### src/rtl/input_debounce_sync.sv
`default_nettype none
// ============================================================================
// input_debounce_sync -- synchronizes and debounces a raw level, emits edge
// pulses. Optional DEBOUNCE_GLITCH_CNT_EN adds a saturating abort counter.
// Revision: 1.0
// ============================================================================
module input_debounce_sync #(
   parameter int SYNC_STAGES   = 2,
   parameter int STABLE_CYCLES = 4,
   parameter int CNT_W         = 3,
   parameter int GLITCH_W      = 8
) (
   input  logic                clk,
   input  logic                rst,
   input  logic                raw_in,
   output logic                d_out,
   output logic                rise_pulse,
   output logic                fall_pulse,
`ifdef DEBOUNCE_GLITCH_CNT_EN
   output logic [GLITCH_W-1:0] glitch_cnt,
`endif
   output logic                busy
);

   localparam logic [CNT_W-1:0] CNT_LAST = CNT_W'(STABLE_CYCLES - 1);
   localparam logic [CNT_W-1:0] CNT_ONE  = CNT_W'(1);

   typedef enum logic [1:0] {
      ST_LOW    = 2'd0,
      ST_WAIT_H = 2'd1,
      ST_HIGH   = 2'd2,
      ST_WAIT_L = 2'd3
   } state_t;

   state_t                 state;
   logic [CNT_W-1:0]       cnt;
   logic [SYNC_STAGES-1:0] sync;
   logic                   s;
   logic                   abort;

   assign s     = sync[SYNC_STAGES-1];
   assign abort = ((state == ST_WAIT_H) && !s) || ((state == ST_WAIT_L) && s);

   always_ff @(posedge clk) begin
      if (rst) begin
         sync       <= '0;
         state      <= ST_LOW;
         cnt        <= '0;
         d_out      <= 1'b0;
         rise_pulse <= 1'b0;
         fall_pulse <= 1'b0;
         busy       <= 1'b0;
      end else begin
         sync       <= {sync[SYNC_STAGES-2:0], raw_in};
         rise_pulse <= 1'b0;
         fall_pulse <= 1'b0;
         case (state)
            ST_LOW: begin
               if (s) begin
                  state <= ST_WAIT_H;
                  cnt   <= CNT_ONE;
                  busy  <= 1'b1;
               end
            end
            ST_WAIT_H: begin
               if (!s) begin
                  state <= ST_LOW;
                  cnt   <= '0;
                  busy  <= 1'b0;
               end else if (cnt == CNT_LAST) begin
                  state      <= ST_HIGH;
                  cnt        <= '0;
                  busy       <= 1'b0;
                  d_out      <= 1'b1;
                  rise_pulse <= 1'b1;
               end else begin
                  cnt <= cnt + CNT_ONE;
               end
            end
            ST_HIGH: begin
               if (!s) begin
                  state <= ST_WAIT_L;
                  cnt   <= CNT_ONE;
                  busy  <= 1'b1;
               end
            end
            ST_WAIT_L: begin
               if (s) begin
                  state <= ST_HIGH;
                  cnt   <= '0;
                  busy  <= 1'b0;
               end else if (cnt == CNT_LAST) begin
                  state      <= ST_LOW;
                  cnt        <= '0;
                  busy       <= 1'b0;
                  d_out      <= 1'b0;
                  fall_pulse <= 1'b1;
               end else begin
                  cnt <= cnt + CNT_ONE;
               end
            end
            default: begin
               state <= ST_LOW;
               cnt   <= '0;
               busy  <= 1'b0;
            end
         endcase
      end
   end

`ifdef DEBOUNCE_GLITCH_CNT_EN
   // Saturates rather than wraps so a long burst of noise stays visible.
   always_ff @(posedge clk) begin
      if (rst) begin
         glitch_cnt <= '0;
      end else if (abort && (glitch_cnt != {GLITCH_W{1'b1}})) begin
         glitch_cnt <= glitch_cnt + {{(GLITCH_W-1){1'b0}}, 1'b1};
      end
   end
`else
   logic abort_unused;
   assign abort_unused = abort;
`endif

endmodule
`default_nettype wire
### config.mk
export PLATFORM = sky130hd
export DESIGN_NAME = input_debounce_sync
export DESIGN_NICKNAME = d
export VERILOG_FILES = /design/src/rtl/input_debounce_sync.sv
export SDC_FILE = /design/constraint.sdc
export NUM_CORES = 1
export LEC_CHECK = 0
export ABC_AREA = 1
export BUFFER_PORTS_ARGS = -buffer_cell sky130_fd_sc_hd__buf_2
export CAP_MARGIN = 30
export CORE_AREA = 3 3 40 42
export CTS_CLUSTER_DIAMETER = 50
export DETAILED_ROUTE_END_ITERATION = 10
export DIE_AREA = 0 0 43 45
export PLACE_DENSITY = 0.63
export SYNTH_ARGS = -nofsm -noshare
export SYNTH_HDL_FRONTEND = slang
export SYNTH_SLANG_ARGS = --single-unit
### constraint.sdc
create_clock -name clk -period 0.9 [get_ports clk]
set_input_delay 0.18 -clock clk [delete_from_list [all_inputs] [get_ports clk]]
set_output_delay 0.18 -clock clk [all_outputs]
set_load 0.005 [all_outputs]
# Yosys cells after proc, flatten, opt, wreduce, memory -nomap -nowiden
# Index checks and enable logic that the tools add are counted.
totals:
  ff_bits: 11
  inputBits: 3
  output_inout_bits: 4
  wordCells: 55
op_classes:
  addsub: 1
  eq_ne: 12
  n_mux: 25
  bitwise: 3
  n_reduce_logical: 7
op_table:
  columns: ["cell", "count"]
  rows:
  - ["$mux 3", 5]
  - ["$mux 2", 6]
  - ["$pmux 3 s4", 1]
  - ["$mux 1", 10]
  - ["$ne 2x2->1 const B", 4]
  - ["$pmux 2 s4", 1]
  - ["$ne 3x2->1 const B", 2]
  - ["$reduce_or 3->1", 2]
  - ["$reduce_and 5->1", 1]
  - ["$eq 2x2->1 const B", 2]
  - ["$ne 2x1->1 const B", 2]
  - ["$pmux 1 s4", 1]
  - ["$reduce_and 4->1", 1]
  - ["$add 3x1->3 const B", 1]
  - ["$eq 3x2->1 const B", 1]
  - ["$not 1->1", 3]
  - ["$eq 2x1->1 const B", 1]
  - ["$logic_not 2->1", 1]
  - ["$pmux 1 s2", 1]
  - ["$reduce_and 2->1", 1]
  - ["$reduce_bool 2->1", 1]

# Logic depth before layout (Yosys ltp)
logic_depth:
  word_depth: 4
  depth_mapped: 6
  depth_no_buf: 6

# Worst setup path before layout
# Ideal clock, no wire load.
synth_timing:
  path_type: "register -> register"
  startpoint: "reg cnt[0]"
  endpoint: "reg (tool-made name)"
  setup_ns: 0.122
  arrival_ns: 0.823
  t_required_ns: 0.778
  setup_slack_ns: -0.045
  stages_incl_launch_ff: 6
  path_buffers: 0
  synth_period_minus_slack_ns: 0.945
  path_cell_list: "dfxtp_1 > ha_1 > nand3_2 > clkinv_1 > nand3_2 > o21ai_0"
synth_rtl:
  columns: ["element", "line_no", "text"]
  rows:
  - ["from (decl)", "36", "logic [CNT_W-1:0] cnt;"]
  - ["from (signal assigned)", "77", "cnt <= cnt + CNT_ONE;"]
  - ["from (signal assigned)", "99", "cnt <= cnt + CNT_ONE;"]

# Worst setup path after layout
layout_timing:
  startpoint: "reg cnt[0]"
  endpoint: "reg cnt[0]"
layout_between:
  elab_chain_cells: 4
  word_cells_on_any_way: 6
  classes_between: "add/sub (1); eq/ne (1); mux (4)"
layout_lines:
  columns: ["element", "line_no", "text"]
  rows:
  - ["$add 3x1->3 or $eq 3x2->1 (tied branches)", null, null]
  - ["$mux 3 (*)", "70, 92", null]
  - ["$mux 3 (on tied branches)", "88, 66", null]
  - ["$pmux 3 s4 (*)", "57", "case (state)"]
# Every way passes the cells marked *; elsewhere a longest branch is shown, timed or not.
# A chain may end at the register's enable or synchronous reset.

==> out/qor.txt <==
RSZ-0062 raised after global routing: yes
Reg2Reg Depth: 4
Failing checks: setup timing
Row count: 13
Port buffer count: 6
Syn_nets: 57
Pwr/cell area: 1472 nW/um^2
Util after Layout: 0.4703
Starting Density: 0.3398
Synthesized area: 436.7 um^2
TritonCTS clock tree: yes
Delay-heaviest family, CP: flip-flops
Core area: 1285 um^2
CP startpoint: cnt[0]$_SDFFE_PP0P_
Final std cells w/o fill: 84
DR WL/cell: 9.619 um
Crit-path max cell delay: 340 ps
Synth-to-layout area growth: 38.40%
CP max-delay cell: dfxtp_2
Psw: 192.5 uW
Hpwl dp: 604 um
Syn Inst Count: 53
Drt first pass iters: 4
Worst setup SP type: flip-flop
DP Cell Count: 80
First-pass GRT wire length: 1.331 mm
Clk pwr share: 0.363
Share of layout cells above drive strength 1: 0.4928
Sw Ratio: 0.2164
Leakage: 0.0002670 uW
Internal power: 696.9 uW
Synth cell types: 18
Antenna Nets Post-Route: 0
Hold buffers post-CTS: 0
Synth Register Bits: 11
Final hold violations: 0
Initial DRC Count: 2
Finished Cell Area: 604.3 um^2
ANT cells: 0
Clock tree sinks: 11
Tcrit/Tclk final: 1.044
Setup Viol. Count Final: 3
RR Endpoint: cnt[0]$_SDFFE_PP0P_
Slew Viols, Final: 0
Clock Latency Late Sink: 260 ps
Endpoint class of the critical path: flip-flop
Hold endpoint: sync[0]$_SDFF_PP0_
Root buf cell: clkbuf_4
Worst slew pin tran: 231.4 ps
Post-CTS setup buffers: 0
Clock transition at path regs: 60 ps
Worst Path Buf+Inv: 0
Comb pwr share: 0.067
Crit-path cells: ha_4 -> nand3_4 -> nand2_2 -> nor3b_2
GRT Total Usage: 0.09623
Hold Path Origin: raw_in
Post-synthesis sequential area ratio: 0.5043
Via Count: 382
Max-cap violations: 0
CP arrival: 1120 ps
Fin crit period: 939.2 ps
Yosys Warn Count: 0
Vias/cell: 4.548
CTS Buffer Depth: 2
H-Tree Depth: 1
HP Class: in2reg
Die area: 1935 um^2
Power consumption: 889.4 uW
Vias in the first global route: 346
Initial antenna violation count: 0
Die Width: 43 um
CTS Buf Count: 3
Final wirelength: 808 um
RePlAce Congestion: 0.6923
Total I/O pin count: 7
Placed inst area: 535.5 um^2
Max FO, Critical Path: 3
Sequential power share: 0.570
Total global routing overflow: 0
Status: finished with violations
Remaining DRCs: 0
Setup CP Type: reg2reg
WHS Path Cells: 3
Setup slack after layout: -39.16 ps
Max_slew headroom: 0.8455
Nets: 74
Height of the die: 45 um
FMAX: 1065 MHz
Hold_ws: 113.4 ps
R2R setup slack: -40 ps
RR Startpoint: cnt[0]$_SDFFE_PP0P_
Syn Area/Cell: 8.239 um^2
Worst Skew: 2.381 ps
CP Data Required Time: 1080 ps
Largest net degree at the start of global routing: 7
Peak VDD IR: 0.001097 V
[power groups by stage]
stage | combinational (uW) | sequential (uW) | clock (uW)
6_report | 59.7 | 507 | 323
5_1_grt | 68.3 | 507 | 356
4_1_cts | 56.5 | 506 | 335
3_5_place_dp | 54.5 | 516 | 0
3_3_place_gp | 53.9 | 515 | 0
2_1_floorplan | 29.1 | 515 | 0
[synth_stat cells (all sizes together)]
library cell   n  area (um^2)
nand2         13        53.80
dfxtp         11        220.2
inv            7        26.27
nor2           6        22.52
nand3          4        30.03
a21oi          3        15.01
o21ai          2        10.00
clkinv         1        3.750
ha             1        12.51
nand3b         1        7.510
nand4          1        6.260
nor3           1        5.000
nor3b          1        12.51
o21bai         1        11.26
[state kept, by name, summed over array words and instances (netlist names), named ones only]
register    cells
busy            1
state           1
d_out           1
rise_pulse      1
fall_pulse      1
sync            2
cnt             3
[worst min-delay path: cells and delay by family]
family	cells	cell delay [ps]
AND/OR/NAND/NOR	1	60
buffers and inverters	2	100
[layer usage]
layer / share of wire / track usage
met3: 0.050 / 0.05976
met2: 0.48 / 0.1527
met5: 0 / 0
met1: 0.47 / 0.1051
met4: 0 / 0.03614
[logic make-up (layout without fill, tap and decap cells)]
logic type               Yosys count  count (layout)  synth area share
buffers and inverters              8              24           0.06875
AND/OR/NAND/NOR                   27              27            0.3152
AO/OA/AOI/OAI                      6               6           0.08306
adder cells (fa/ha/maj)            1               1           0.02865
flip-flops                        11              11            0.5043
[worst max-delay path by stage]
stage | slack (ps) | depth (start not counted) | to
after floorplan | 1 | 6 | d_out$_SDFFE_PP0P_
after global placement | -40 | 6 | d_out$_SDFFE_PP0P_
after detailed placement | -70 | 4 | cnt[0]$_SDFFE_PP0P_
after CTS | -30 | 6 | d_out$_SDFFE_PP0P_
after global routing | -90 | 5 | d_out$_SDFFE_PP0P_
final | -40 | 4 | cnt[0]$_SDFFE_PP0P_
[final cells by class]
cell class                      count  area (um^2)
Sequential cell                    11        226.5
Timing Repair Buffer               12        75.07
Inverter                            8        31.28
Tap cell                           15        18.77
Clock buffer                        4        26.28
Multi-Input combinational cell     34        226.5
Fill cell                         120        680.7
[cells in the final DEF (no fill, tap or decap), types with 2 or more instances in the layout]
cell type	synthesis	routed
a21oi_2	0	2
clkbuf_4	0	3
dfxtp_2	0	5
nand2_1	11	8
nand3_1	2	2
inv_1	6	6
o21ai_1	1	2
buf_2	0	6
nand2_2	2	4
dfxtp_1	11	6
buf_4	0	6
nor2_1	6	6
[metrics by stage]
| stage | TNS [ps] | setup WS (ps) |
|---|---|---|
| 6_report | -66.09 | -39.16 |
| 2_1_floorplan | 0 | 1.125 |
| 5_1_grt | -448.9 | -86.03 |
| 4_1_cts | -45.23 | -27.77 |
| 3_3_place_gp | -86.04 | -35.66 |
| 3_5_place_dp | -188.4 | -66.27 |
[repair_timing]
| item | in CTS | in global routing |
|---|---|---|
| resized for setup | 7 | 6 |
| setup endpoints to repair | 7 | 10 |
| pin swaps | 2 | 3 |
(Power assumes the default switching activity.)
